**src/rtl/game_stage_sequencer.sv**
```systemverilog
// Round controller for the melody-memory game: generates and loads a melody per stage, starts
// the game module and tracks stage progress. Optional stage timeout under GAME_TIMEOUT_EN.
module game_stage_sequencer #(
    parameter int unsigned N_STAGES      = 3,
    parameter int unsigned TICK_DIV      = 500000,
    parameter int unsigned TIMEOUT_TICKS = 300,
    parameter logic [15:0] SEED          = 16'hACE1
) (
    input  logic        clk,
    input  logic        reset,
    input  logic        start_btn,
    input  logic        stage_end,
    input  logic        miss_in,
    output logic [31:0] data_out,
    output logic        write_enable,
    output logic        game_start,
    output logic        stage_reset,
    output logic [2:0]  stage_idx,
    output logic        busy,
    output logic        all_clear,
    output logic        fail,
    output logic [7:0]  miss_count
);

    if (N_STAGES < 1 || N_STAGES > 8 || SEED == 16'h0 || TICK_DIV == 0 || TIMEOUT_TICKS == 0)
    begin : g_param_check
        $error("game_stage_sequencer: invalid parameter value");
    end

    typedef enum logic [3:0] {
        StIdle, StRstg, StGen, StLoad, StStart, StPlay, StNext, StDone, StFail
    } state_e;

    state_e      state_q, state_d;
    logic [1:0]  btn_sync_q;
    logic        btn_prev_q;
    logic        stage_end_q;
    logic        miss_prev_q;
    logic [15:0] lfsr_q, lfsr_d, lfsr_next;
    logic [2:0]  gen_q, gen_d;
    logic        rst_cnt_q, rst_cnt_d;
    logic [31:0] data_q, data_d;
    logic [2:0]  stage_q, stage_d;
    logic [7:0]  miss_q, miss_d;
    logic        start_rise, stage_rise, miss_rise;
    logic        timeout_hit;

    assign start_rise = btn_sync_q[1] & ~btn_prev_q;
    assign stage_rise = stage_end & ~stage_end_q;
    assign miss_rise  = miss_in & ~miss_prev_q;
    assign lfsr_next  = {lfsr_q[14:0], lfsr_q[15] ^ lfsr_q[13] ^ lfsr_q[12] ^ lfsr_q[10]};

`ifdef GAME_TIMEOUT_EN
    localparam int unsigned PW = $clog2(TICK_DIV + 1);
    localparam int unsigned TW = $clog2(TIMEOUT_TICKS + 1);

    logic [PW-1:0] presc_q;
    logic [TW-1:0] tick_q;
    logic          tick_wrap;

    assign tick_wrap = (presc_q == PW'(TICK_DIV - 1));
    // Expire on the wrap that would bring the tick count up to TIMEOUT_TICKS.
    assign timeout_hit = tick_wrap && (tick_q == TW'(TIMEOUT_TICKS - 1));

    always_ff @(posedge clk or negedge reset) begin
        if (!reset) begin
            presc_q <= '0;
            tick_q  <= '0;
        end else if (state_q == StStart) begin
            presc_q <= '0;
            tick_q  <= '0;
        end else if (state_q == StPlay) begin
            if (tick_wrap) begin
                presc_q <= '0;
                tick_q  <= tick_q + TW'(1);
            end else begin
                presc_q <= presc_q + PW'(1);
            end
        end
    end
`else
    assign timeout_hit = 1'b0;
`endif

    always_ff @(posedge clk or negedge reset) begin
        if (!reset) begin
            state_q     <= StIdle;
            btn_sync_q  <= '0;
            btn_prev_q  <= 1'b0;
            stage_end_q <= 1'b0;
            miss_prev_q <= 1'b0;
            lfsr_q      <= SEED;
            gen_q       <= '0;
            rst_cnt_q   <= 1'b0;
            data_q      <= '0;
            stage_q     <= '0;
            miss_q      <= '0;
        end else begin
            state_q     <= state_d;
            btn_sync_q  <= {btn_sync_q[0], start_btn};
            btn_prev_q  <= btn_sync_q[1];
            stage_end_q <= stage_end;
            miss_prev_q <= miss_in;
            lfsr_q      <= lfsr_d;
            gen_q       <= gen_d;
            rst_cnt_q   <= rst_cnt_d;
            data_q      <= data_d;
            stage_q     <= stage_d;
            miss_q      <= miss_d;
        end
    end

    always_comb begin
        state_d   = state_q;
        lfsr_d    = lfsr_q;
        gen_d     = gen_q;
        rst_cnt_d = rst_cnt_q;
        data_d    = data_q;
        stage_d   = stage_q;
        miss_d    = miss_q;

        if (state_q == StPlay && miss_rise && miss_q != 8'hFF) begin
            miss_d = miss_q + 8'd1;
        end

        case (state_q)
            StIdle, StDone, StFail: begin
                if (start_rise) begin
                    state_d = StRstg;
                    stage_d = '0;
                    miss_d  = '0;
                end
            end
            StRstg: begin
                rst_cnt_d = ~rst_cnt_q;
                if (rst_cnt_q) begin
                    state_d = StGen;
                    gen_d   = '0;
                end
            end
            StGen: begin
                lfsr_d = lfsr_next;
                data_d[4*gen_q +: 4] = {1'b0, lfsr_next[2:0]};
                gen_d = gen_q + 3'd1;
                if (gen_q == 3'd7) begin
                    state_d = StLoad;
                end
            end
            StLoad:  state_d = StStart;
            StStart: state_d = StPlay;
            StPlay: begin
                if (stage_rise) begin
                    state_d = StNext;
                end else if (timeout_hit) begin
                    state_d = StFail;
                end
            end
            StNext: begin
                if (stage_q == 3'(N_STAGES - 1)) begin
                    state_d = StDone;
                end else begin
                    stage_d = stage_q + 3'd1;
                    state_d = StRstg;
                end
            end
            default: state_d = StIdle;
        endcase
    end

    assign data_out     = data_q;
    assign write_enable = (state_q == StLoad);
    assign game_start   = (state_q == StStart);
    assign stage_reset  = (state_q == StRstg);
    assign stage_idx    = stage_q;
    assign busy         = (state_q == StGen) || (state_q == StLoad) || (state_q == StStart) ||
                          (state_q == StPlay) || (state_q == StNext);
    assign all_clear    = (state_q == StDone);
    assign fail         = (state_q == StFail);
    assign miss_count   = miss_q;

endmodule

```
**config.mk**
```make
export PLATFORM = sky130hd
export DESIGN_NAME = game_stage_sequencer
export DESIGN_NICKNAME = d
export VERILOG_FILES = /design/src/rtl/game_stage_sequencer.sv
export SDC_FILE = /design/constraint.sdc
export NUM_CORES = 1
export LEC_CHECK = 0
export CORE_UTILIZATION = 55
export DETAILED_ROUTE_END_ITERATION = 12
export GPL_ROUTABILITY_DRIVEN = 0
export PLACE_DENSITY = 0.8
export SLEW_MARGIN = 5
export SYNTH_ARGS = -nofsm -noshare
export SYNTH_HDL_FRONTEND = slang
export SYNTH_SLANG_ARGS = --single-unit
export TNS_END_PERCENT = 10
```
**constraint.sdc**
```tcl
create_clock -name clk -period 4.94 [get_ports clk]
set_input_delay 0.494 -clock clk [delete_from_list [all_inputs] [get_ports clk]]
set_output_delay 0.494 -clock clk [all_outputs]
set_load 0.05 [all_outputs]
```
### After elaboration in Yosys (flattened, before gate mapping)

Cells that the tools add are included.

* add/subtract/negate cells: 4
* multiply operators: 0
* divide/modulo/power cells: 0
* order comparisons: 0
* eq/ne operators: 16
* shifts and indexed selects: 2
* muxes and demuxes: 15
* bitwise logic cells: 10
* reduce and logical (&&, ||, !) cells: 13

Operators with widths (number)
* $neg 5->34: 1
* $shift 4x34->32 const A: 1
* $shiftx 4x34->32: 1
* $bwmux 32: 1
* $pmux 4 s7: 1
* $mux 8: 3
* $eq 4x3->1 const B: 4
* $mux 4: 4
* $mux 3: 4
* $pmux 3 s2: 2
* $add 8x1->8 const B: 1
* $eq 4x2->1 const B: 2
* $ne 2x2->1 const B: 4
* $ne 8x8->1 const B: 1
* $add 3x1->3 const B: 2
* $eq 4x1->1 const B: 1
* $eq 4x4->1 const B: 1
* $logic_not 4->1: 1
* $logic_or 1x1->1: 4
* $not 1->1: 4
* $reduce_and 4->1: 1
* $reduce_bool 2->1: 2
* $and 1x1->1: 3
* $eq 3x2->1 const B: 1
* 7 further kinds: 10

* bits in registers: 72
* latch bits: 0
* bits in writable memories: 0
* ROM bits: 0
* input bits: 5
* output and inout port bits: 49
* word-level logic and storage cells: 71
* memories kept: 0

### Logic depth before layout (Yosys ltp)

Gate-level depths: netlist of run 1.

* word-level depth: 7
* depth in mapped cells: 7
* mapped depth without buffers: 6

### Worst setup path after synthesis of run 1

Ideal clock, no wire load.

* kind: register -> register
* start point: register state_q[0]
* end point: register gen_q[0]
* setup time: 135 ps
* arrival time: 2401 ps
* required time: 4805 ps
* path slack: 2405 ps
* cell stages (with the launch flop): 6
* buffers on the path: 1
* clock period less this slack: 2535 ps
* cell sequence: dfrtp_1 buf_2 nor3b_1 nand2_1 nand3_1 o21ai_0

* word-level cells in the longest chain between the ends: 3
* elaborated cells between the ends (all ways): 6
* those cells by class: eq/ne (3); mux (1); reduce/logical (2)

RTL lines
* from (decl): line 34 `state_e state_q, state_d;`
* from (signal assigned): line 87 `state_q <= StIdle;`
* from (signal assigned): line 99 `state_q <= state_d;`
* $eq 4x1->1 (*)
* net stage_reset: line 17 `output logic stage_reset,`
* $ne 2x1->1 (no source line) or $reduce_bool 2->1 (tied branches)
* $reduce_and 2->1 (no source line)
* to (signal assigned): line 105 `gen_q <= gen_d;`
* to (decl): line 40 `logic [2:0] gen_q, gen_d;`

The timed path passes the listed nets; every way through them passes the cells marked *.
A chain may end at the register's enable or synchronous reset.

### Worst setup path after layout of run 1

* start point: register state_q[0]
* end point: output stage_reset

* word-level cells in the longest chain between the ends: 1

RTL lines
* $eq 4x1->1: line 173 `assign stage_reset = (state_q == StRstg);`
* to (decl): line 17

No other way between the ends.

==> results of run 1 <==
[layout by cell type, fill, tap and decap left out, drive strengths merged, types with 5 or more instances in the layout]
cell,netlist,final
clkbuf,7,14
nor2,17,17
nor3,8,8
dfrtp,55,55
inv,8,8
mux2,24,24
nor2b,5,5
nand2,58,58
o21ai,6,6
ha,8,8
nor3b,7,7
a21oi,7,7
nand3,8,8
clkdlybuf4s50,0,43
conb,1,9
dfstp,8,8
[metrics by stage]
stage          instances  util [%]
4_1_cts              403      69.7
3_3_place_gp         387      66.3
5_1_grt              403      69.7
3_5_place_dp         387      66.3
6_report             403      69.7
2_1_floorplan        294         -
[worst min path at each step]
stage	start	to	slack, ps	depth (start not counted)
2_1_floorplan	reset	btn_prev_q$_DFF_PN0_	200	0
3_3_place_gp	btn_sync_q[0]$_DFF_PN0_	btn_sync_q[1]$_DFF_PN0_	330	0
3_5_place_dp	btn_sync_q[0]$_DFF_PN0_	btn_sync_q[1]$_DFF_PN0_	340	0
4_1_cts	reset	data_out[4]$_DFFE_PN0P_	350	2
5_1_grt	btn_sync_q[0]$_DFF_PN0_	btn_sync_q[1]$_DFF_PN0_	370	0
6_report	reset	data_out[4]$_DFFE_PN0P_	320	2
[worst max-delay path, cell delays in order, from the launching register on]
cell             delay [ps]
dfrtp_1                 620
nor3b_1                 430
clkdlybuf4s50_1         890
[sequential cells by signal, summed over array words and instances (netlist names), 2 cells and up]
| signal | flops |
|---|---|
| state_q | 3 |
| data_out | 24 |
| miss_count | 8 |
| btn_sync_q | 2 |
| lfsr_q | 16 |
| gen_q | 3 |
| stage_idx | 3 |
[cells by family after synthesis]
| family | count (synthesis) |
|---|---|
| flip-flops | 63 |
| XOR/XNOR | 4 |
| adder cells (fa/ha/maj) | 8 |
| AO/OA/AOI/OAI | 25 |
| multiplexers | 27 |
| AND/OR/NAND/NOR | 128 |
| buffers and inverters | 30 |
| other | 1 |
[layer usage]
layer / vias to the layer above / global-route usage (%) / share of wire [%]
li1: 1034 / - / -
met1: 1019 / 26.7 / 46
met2: 46 / 33.9 / 49
met3: 7 / 3.95 / 3.0
met4: 0 / 11.7 / 1.5
met5: - / 0 / 0
[area by class of cell]
type	instances	area share [%]
clock buffer	14	3.93
inverter	8	0.828
tap	70	2.42
multi-input combinational	201	35.9
clock inverter	2	0.966
timing repair buffer	45	12.2
sequential	63	43.8
[power by group through the flow]
stage               Clock (uW)  Sequential, uW  Combinational, uW
finish                     413             655                521
global route               446             668                565
CTS                        424             654                527
detailed placement           0             664                524
global placement             0             658                512
floorplan                    0             679                383
==> summary.md, run 1 <==
| Metric | Value |
|---|---|
| Buffers on Ports | `44` |
| Pint | `979 uW` |
| Area leader, netlist | `dfrtp_1` |
| Worst clock skew | `11.3 ps` |
| Logic pwr share | `32.8%` |
| Xor-xnor portion of the synthesized cell area | `1.16%` |
| Max-Cap Viols | `0` |
| Clk pwr share | `26.0%` |
| Cell area after synthesis | `3020 um^2` |
| CTS tree | `yes` |
| VDD IR max | `0.391 mV` |
| Adder-Cell Fraction of Synth Area | `3.31%` |
| Die H | `76.1 um` |
| Top FF cell, synth | `dfrtp_1` |
| Slew headroom | `48.7%` |
| Final wirelength | `5430 um` |
| Final hold violations | `0` |
| Reg2Reg Setup Slack | `2450 ps` |
| Worst-margin pin slew | `770 ps` |
| Pwr per Cell Area | `438 nW/um^2` |
| Worst EP required | `4450 ps` |
| Hold Path Class | `primary input to asynchronous set/reset pin` |
| Share of Yosys cell area claimed by the top area cell type | `45.6%` |
| Final worst setup slack | `2180 ps` |
| Tcrit/Tclk final | `55.9%` |
| Total number of vias | `2,106` |
| Max-slew violations | `0` |
| Worst slack, placed | `2470 ps` |
| Mux cell area share after synthesis | `9.94%` |
| Number of global-route vias before repair | `2,058` |
| Worst setup path startpoint | `state_q[0]$_DFFE_PN0P_` |
| Sequential power share | `41.2%` |
| Seq cells post-synth | `63` |
| Status | `complete, no violations` |
| Drt initial violations | `72` |
| Post-DP Area | `3450 um^2` |
| R2R Path End | `data_out[10]$_DFFE_PN0P_` |
| Die Wd | `76.1 um` |
| Starting density of the core | `58.0%` |
| Setup CP Type | `flop to primary output` |
| Post-Syn Instances | `286` |
| Seq. cell area | `1590 um^2` |
| Worst setup SP type | `flop` |
| Fin Hold WS | `316 ps` |
| Arrival time at the worst endpoint | `2270 ps` |
| H-Tree Depth | `3` |
| Avg Cell Area, Syn | `10.6 um^2` |
| Core Region | `5200 um^2` |
| Num rows | `26` |
| Pin count of the biggest net entering global routing | `64` |
| CTS resizes | `0` |
| I/O pin count | `54` |
| Post-CTS repair timing setup buffer count | `0` |
| WL/cell | `13.5 um` |
| Worst Setup EP | `stage_reset` |
| RSZ-0062 raised after global routing | `false` |
| # hold bufs at CTS | `0` |
| Area added between synthesis and finish | `20.0%` |
| Residual DRC | `0` |
| Count leader, synth | `nand2_1` |
| Clk root buf | `clkbuf_8` |
| Crit path max fanout | `14` |
| Multi-input gate area | `1300 um^2` |
| Pre-antenna DRT Iters | `4` |
| Final Cell Area | `3630 um^2` |
| Synth unique cells | `43` |
| Switching Share | `38.4%` |
| Finish-stage setup viols | `0` |
| EDFF count, synth | `0` |
| Worst-path clk slew | `70 ps` |
| Top cells by area, synth | `dfrtp_1, mux2_2, nand2_1` |
| Tmin final | `2760 ps` |
| Psw | `610 uW` |
| Seq/Total Area, Yosys | `52.5%` |
| Vias/cell | `5.23` |
| Clock tree buffer depth | `2` |
| Static Leak | `0.00167 uW` |
| Final setup TNS | `0 ps` |
| List of most frequent post-synthesis cells | `nand2_1, dfrtp_1, mux2_2, nor2_1, buf_4` |
| Critical R2R Launch | `gen_q[0]$_DFFE_PN0P_` |
| Aggregate global routing overflow | `0` |
| Total power | `1590 uW` |
| Die area | `5790 um^2` |
| Gr usage total | `21.0%` |
| Peak Freq | `362 MHz` |
| N_diodes | `0` |
| Antenna violations before repair | `0` |
| Worst reg2reg path depth | `6` |
| Crit. End Element | `primary output` |
| Share of layout cells above drive strength 1 | `15.3%` |
| Clock Sinks | `63` |
| Nets | `341` |
| Clock Latency Late Sink | `330 ps` |
| Async set-or-reset flop fraction in the synthesized netlist | `100%` |
| HPWL after DPL | `3800 um` |
| Synth Area in Compound Gates | `5.22%` |
| CTS Buf Count | `9` |
| First-pass GRT wire length | `9470 um` |
| Ys Warns | `0` |
| Largest family of logic cells by synthesized area | `simple AND/OR/NAND/NOR gates` |
| Simple-Gate Fraction of Synth Area | `22.3%` |
| Filler instances | `403` |
| Detail Route Antenna Nets | `0` |
(Power assumes the default switching activity.)
==> run 2: changes to the inputs <==
Settings changed: CORE_UTILIZATION 55 to 52, PLACE_DENSITY 0.8 to 0.76.
Clock period 4.94 ns to 2.7 ns, I/O delays scaled along.
==> run 2 against run 1 <==
  * Clock skew down 3.4 ps
  * Largest power group unchanged
  * Routed wire length up 4.0%
  * Combinational power up 110%
  * Sequential power up 71%
  * Core utilization down 2.3 points
  * Clock power up 120%
  * Count of clock-buffer cells in the layout down 3
  * Highest routed layer unchanged
  * Hold slack better by 40 ps
  * Cell count up 2.0%
==> summary.md, run 2 (synthesized netlist as in run 1, its figures left out) <==
| Metric | Value |
|---|---|
| RSZ-0062 raised after global routing | `false` |
| Final setup TNS | `0 ps (unchanged)` |
| Post-CTS repair timing setup buffer count | `0 (unchanged)` |
| Worst setup SP type | `flop` |
| Final hold violations | `0 (unchanged)` |
| Worst EP required | `2930 ps (-1520 ps)` |
| Commonest non-fill, non-tap cell in the layout | `nand2_1` |
| Drt initial violations | `143 (+99%)` |
| Arrival time at the worst endpoint | `2750 ps (+480 ps)` |
| N_diodes | `0 (unchanged)` |
| Total power | `3130 uW (+97%)` |
| Aggregate global routing overflow | `0 (unchanged)` |
| Most frequent cells in the layout | `nand2_1, dfrtp_1, clkdlybuf4s50_1` |
| Hold Path Class | `primary input to flop` |
| Clock tree buffer depth | `2 (unchanged)` |
| CP cell instances | `inv_1 > ha_1 > ha_1 > or4b_1 > nor2_1 > mux2_2` |
| Starting density of the core | `54.5% (-3.5 points)` |
| Total number of vias | `2,142 (+1.7%)` |
| Worst setup path startpoint | `gen_q[0]$_DFFE_PN0P_` |
| Core Region | `5540 um^2 (+6.4%)` |
| VDD IR max | `0.485 mV (+24%)` |
| Pwr per Cell Area | `838 nW/um^2 (+91%)` |
| Max-slew violations | `0 (unchanged)` |
| Worst-path clk slew | `70 ps (about the same)` |
| Residual DRC | `0 (unchanged)` |
| Slew headroom | `50.4% (+1.7 points)` |
| Die H | `78.2 um (+2.8%)` |
| Worst path slowest cell | `or4b_1` |
| Tmin final | `2510 ps` |
| CP peak stage delay | `590 ps (-300 ps)` |
| Max-Cap Viols | `0 (unchanged)` |
| Largest register FFs | `24 (unchanged)` |
| Status | `complete, no violations` |
| Pin count of the biggest net entering global routing | `34 (-47%)` |
| Worst-margin pin slew | `744 ps (-25.9 ps)` |
| Buffers on Ports | `44 (unchanged)` |
| I/O pin count | `54 (unchanged)` |
| HPWL after DPL | `3930 um (+3.5%)` |
| Static Leak | `0.00172 uW (+3.2%)` |
| Filler instances | `435 (+7.9%)` |
| Vias/cell | `5.21 (-0.27%)` |
| Worst clock skew | `7.83 ps (-3.42 ps)` |
| Cell mode on critical path | `ha_1` |
| Final Cell Area | `3730 um^2 (+3.0%)` |
| Clock Sinks | `63 (unchanged)` |
| Peak Freq | `398 MHz` |
| Area added between synthesis and finish | `23.6%` |
| Finish-stage setup viols | `0 (unchanged)` |
| Die area | `6120 um^2 (+5.6%)` |
| Num rows | `27 (+3.8%)` |
| Post-DP Area | `3500 um^2 (+1.5%)` |
| Nets | `347 (+1.8%)` |
| Clock Latency Late Sink | `350 ps (+20 ps)` |
| CTS tree | `yes` |
| Crit path max fanout | `10 (-4)` |
| First-pass GRT wire length | `9640 um (+1.8%)` |
| Setup CP Type | `flop to flop` |
| Critical R2R Launch | `gen_q[0]$_DFFE_PN0P_` |
| Clk root buf | `clkbuf_8` |
| CTS Buf Count | `9 (unchanged)` |
| Share of layout cells above drive strength 1 | `17.7% (+2.4 points)` |
| Gr usage total | `20.8% (-0.22 points)` |
| Number of global-route vias before repair | `2,118 (+2.9%)` |
| Detail Route Antenna Nets | `0 (unchanged)` |
| Crit. End Element | `flop` |
| H-Tree Depth | `3 (unchanged)` |
| Tcrit/Tclk final | `93.1%` |
| Die Wd | `78.2 um (+2.8%)` |
| Pre-antenna DRT Iters | `4 (unchanged)` |
| WL/cell | `13.7 um (+1.9%)` |
| Final wirelength | `5640 um (+4.0%)` |
| Antenna violations before repair | `0 (unchanged)` |
| Hold path startpoint | `start_btn` |
## run 2: worst max-delay path, delay by kind of cell (launching register included)
family / cells / cell delay [ps]
simple gates: 2 / 850
fa+ha+maj: 2 / 530
flops: 1 / 500
mux: 1 / 370
buf+inv: 1 / 150
## run 2: layout make-up
| cell class | instances | area [um^2] | area share, % |
|---|---|---|---|
| timing repair buffer | 51 | 503 | 13.5 |
| clock buffer | 11 | 141 | 3.79 |
| clock inverter | 5 | 81.3 | 2.18 |
| tap | 72 | 90.1 | 2.41 |
| inverter | 8 | 30.0 | 0.804 |
| multi-input combinational | 201 | 1300 | 34.9 |
| sequential | 63 | 1590 | 42.5 |
## run 2: worst paths after layout
| check | endpoint | slack, ps | cells past startpoint |
|---|---|---|---|
| max | data_out[8]$_DFFE_PN0P_ | 190 | 6 |
| min | btn_sync_q[0]$_DFF_PN0_ | 360 | 1 |
| max reg2reg | data_out[8]$_DFFE_PN0P_ | 190 | 6 |
| min reg2reg | btn_sync_q[1]$_DFF_PN0_ | 360 | 0 |
| max in group asynchronous | lfsr_q[0]$_DFFE_PN1P_ | 1480 | 3 |
| min in group asynchronous | data_out[22]$_DFFE_PN0P_ | 530 | 2 |
## run 2: report_power, final
part	switching, uW	leakage [uW]	internal [uW]	total (uW)
combinational	719	0.000789	373	1090
sequential	87.3	0.000826	1030	1120
clock	374	0.000110	545	919
total	1180	0.00172	1950	3130
## run 2: per-stage QoR
stage	hold WS, ps	instances	util [%]	setup slack (ps)
after CTS	345	411	67.4	203
after detailed placement	339	394	63.2	216
after floorplan	-25.6	294	-	165
final	356	411	67.4	186
after global placement	334	394	63.2	323
after global routing	359	411	67.4	66.7
## run 2: timing repair
item | CTS | global route
hold buffers | 1 | 0
endpoints found under the hold margin | 4 | 0
gates resized for setup | 0 | 0
setup endpoints to repair | 0 | 0
## run 2: metal layers
layer  vias to the layer above  part of all wire (%)  global-route usage (%)
li1                       1053                     -                       -
met1                      1034                    47                    27.1
met2                        44                    48                    32.8
met3                        11                   3.0                    3.49
met4                         0                   2.0                    11.9
met5                         -                     0                       0
==> run 3: changes to the inputs <==
Clock period 2.7 ns to 2.6 ns, I/O delays scaled along.
==> run 3 against run 2 <==
  * Flip-flop and latch count did not move
  * Setup slack gained 3.6 ps
  * Routed wire length decreased by 3.3%
  * Clock power is 5.2% lower
  * Die area unchanged
  * Via count down 0.28%
  * Critical endpoint is now all_clear
==> summary.md, run 3 (synthesized netlist as in run 1, its figures left out) <==
| Metric | Value |
|---|---|
| Status | `complete, no violations` |
| Die H | `78.2 um (unchanged)` |
| Peak Freq | `415 MHz` |
| Worst-margin pin slew | `600 ps (-144 ps)` |
| Area added between synthesis and finish | `22.4%` |
| Core Region | `5540 um^2 (unchanged)` |
| Detail Route Antenna Nets | `0 (unchanged)` |
| Hold Path Class | `flop to flop` |
| Filler instances | `435 (unchanged)` |
| Setup CP Type | `flop to primary output` |
| # hold bufs at CTS | `1 (unchanged)` |
| Post-CTS repair timing setup buffer count | `0 (unchanged)` |
| Crit path max fanout | `18 (+8)` |
| Worst clock skew | `5.57 ps (-2.26 ps)` |
| Share of layout cells above drive strength 1 | `17.8% (+0.052 points)` |
| Max-Cap Viols | `0 (unchanged)` |
| Static Leak | `0.00172 uW (-0.46%)` |
| Vias/cell | `5.21 (about the same)` |
| I/O pin count | `54 (unchanged)` |
| WHS Endpoint | `btn_sync_q[1]$_DFF_PN0_` |
| RSZ-0062 raised after global routing | `false` |
| Num rows | `27 (unchanged)` |
| Crit. End Element | `primary output` |
| Die Wd | `78.2 um (unchanged)` |
| Max-slew violations | `0 (unchanged)` |
| Tcrit/Tclk final | `92.7%` |
| Worst reg2reg path depth | `6 (unchanged)` |
| Total number of vias | `2,136 (-0.28%)` |
| Largest register FFs | `24 (unchanged)` |
| HPWL after DPL | `3870 um (-1.6%)` |
| CTS resizes | `0 (unchanged)` |
| Starting density of the core | `54.5% (unchanged)` |
| CTS Buf Count | `9 (unchanged)` |
| Slew headroom | `59.9% (+9.5 points)` |
| Commonest non-fill, non-tap cell in the layout | `nand2_1` |
| Nets | `346 (-0.29%)` |
| Worst setup path startpoint | `state_q[2]$_DFFE_PN0P_` |
| Worst-path clk slew | `60 ps (about the same)` |
| Reg2Reg Setup Slack | `370 ps (+180 ps)` |
| Hold Path Depth | `0 (-1)` |
| Hold path startpoint | `btn_sync_q[0]$_DFF_PN0_` |
| Pre-antenna DRT Iters | `4 (unchanged)` |
| Worst EP required | `2340 ps (-590 ps)` |
| Arrival time at the worst endpoint | `2150 ps (-600 ps)` |
| Pwr per Cell Area | `847 nW/um^2 (+1.1%)` |
| Clock Latency Late Sink | `330 ps (-20 ps)` |
| R2R Path End | `data_out[10]$_DFFE_PN0P_` |
| Antenna violations before repair | `0 (unchanged)` |
| Fin util | `66.7% (-0.65 points)` |
| Worst slack, placed | `400 ps (+184 ps)` |
| Most frequent cells in the layout | `nand2_1, dfrtp_1, clkdlybuf4s50_1` |
| Clock tree buffer depth | `2 (unchanged)` |
| Pin count of the biggest net entering global routing | `24 (-29%)` |
| CTS tree | `yes` |
| Final wirelength | `5460 um (-3.3%)` |
| Critical R2R Launch | `gen_q[0]$_DFFE_PN0P_` |
| WL/cell | `13.3 um (-3.1%)` |
| Finish-stage setup viols | `0 (unchanged)` |
| Final worst setup slack | `189 ps (+3.57 ps)` |
| Gr usage total | `20.4% (-0.35 points)` |
| Aggregate global routing overflow | `0 (unchanged)` |
| Worst setup SP type | `flop` |
| Number of global-route vias before repair | `2,050 (-3.2%)` |
| Residual DRC | `0 (unchanged)` |
| Final hold violations | `0 (unchanged)` |
| First-pass GRT wire length | `9630 um (about the same)` |
| VDD IR max | `0.462 mV (-4.8%)` |
| Die area | `6120 um^2 (unchanged)` |
| Tmin final | `2410 ps` |
| Clock Sinks | `63 (unchanged)` |
| Drt initial violations | `106 (-26%)` |
| Final setup TNS | `0 ps (unchanged)` |
| Buffers on Ports | `44 (unchanged)` |
| N_diodes | `0 (unchanged)` |
| H-Tree Depth | `3 (unchanged)` |
| Clk root buf | `clkbuf_8` |
-- run 3: area by class of cell --
type | instances | area [um^2] | area share, %
Clock buffer | 13 | 169 | 4.57
Clock inverter | 3 | 40.0 | 1.08
Inverter | 8 | 30.0 | 0.812
Multi-Input combinational cell | 201 | 1300 | 35.2
Sequential cell | 63 | 1590 | 42.9
Tap cell | 72 | 90.1 | 2.44
Timing Repair Buffer | 50 | 480 | 13.0
-- run 3: metal layers --
layer	vias to the layer above	GRT usage [%]	wire [um]
li1	1052	-	-
met1	1021	26.9	2510
met2	56	31.4	2620
met3	7	7.33	253
met4	0	6.67	73
met5	-	0	0
-- run 3: worst max-delay path by stage --
stage	cells after the start	to	slack, ps
after floorplan	5	gen_q[0]$_DFFE_PN0P_	60
after global placement	6	data_out[8]$_DFFE_PN0P_	440
after detailed placement	6	data_out[10]$_DFFE_PN0P_	400
after CTS	2	all_clear	180
after global routing	2	game_start	60
final	2	all_clear	190
-- run 3: critical path: stages, from the launching register on --
cell             delay, ps
dfrtp_1                720
and3_1                 280
clkdlybuf4s50_1        820
-- run 3: per-stage QoR --
stage | total power, uW | hold WS (ps) | instance area (um^2) | cells
4_1_cts | 3150 | 346 | 3700 | 410
3_5_place_dp | 2270 | 226 | 3480 | 393
2_1_floorplan | 2020 | -35.6 | 3050 | 294
6_report | 3130 | 354 | 3700 | 410
3_3_place_gp | 2250 | 230 | 3480 | 393
5_1_grt | 3320 | 357 | 3700 | 410
-- run 3: power by group --
part / switching, uW / leakage [uW] / internal, uW
clock network: 353 / 0.000109 / 518
registers: 174 / 0.000826 / 1070
logic: 657 / 0.000781 / 362
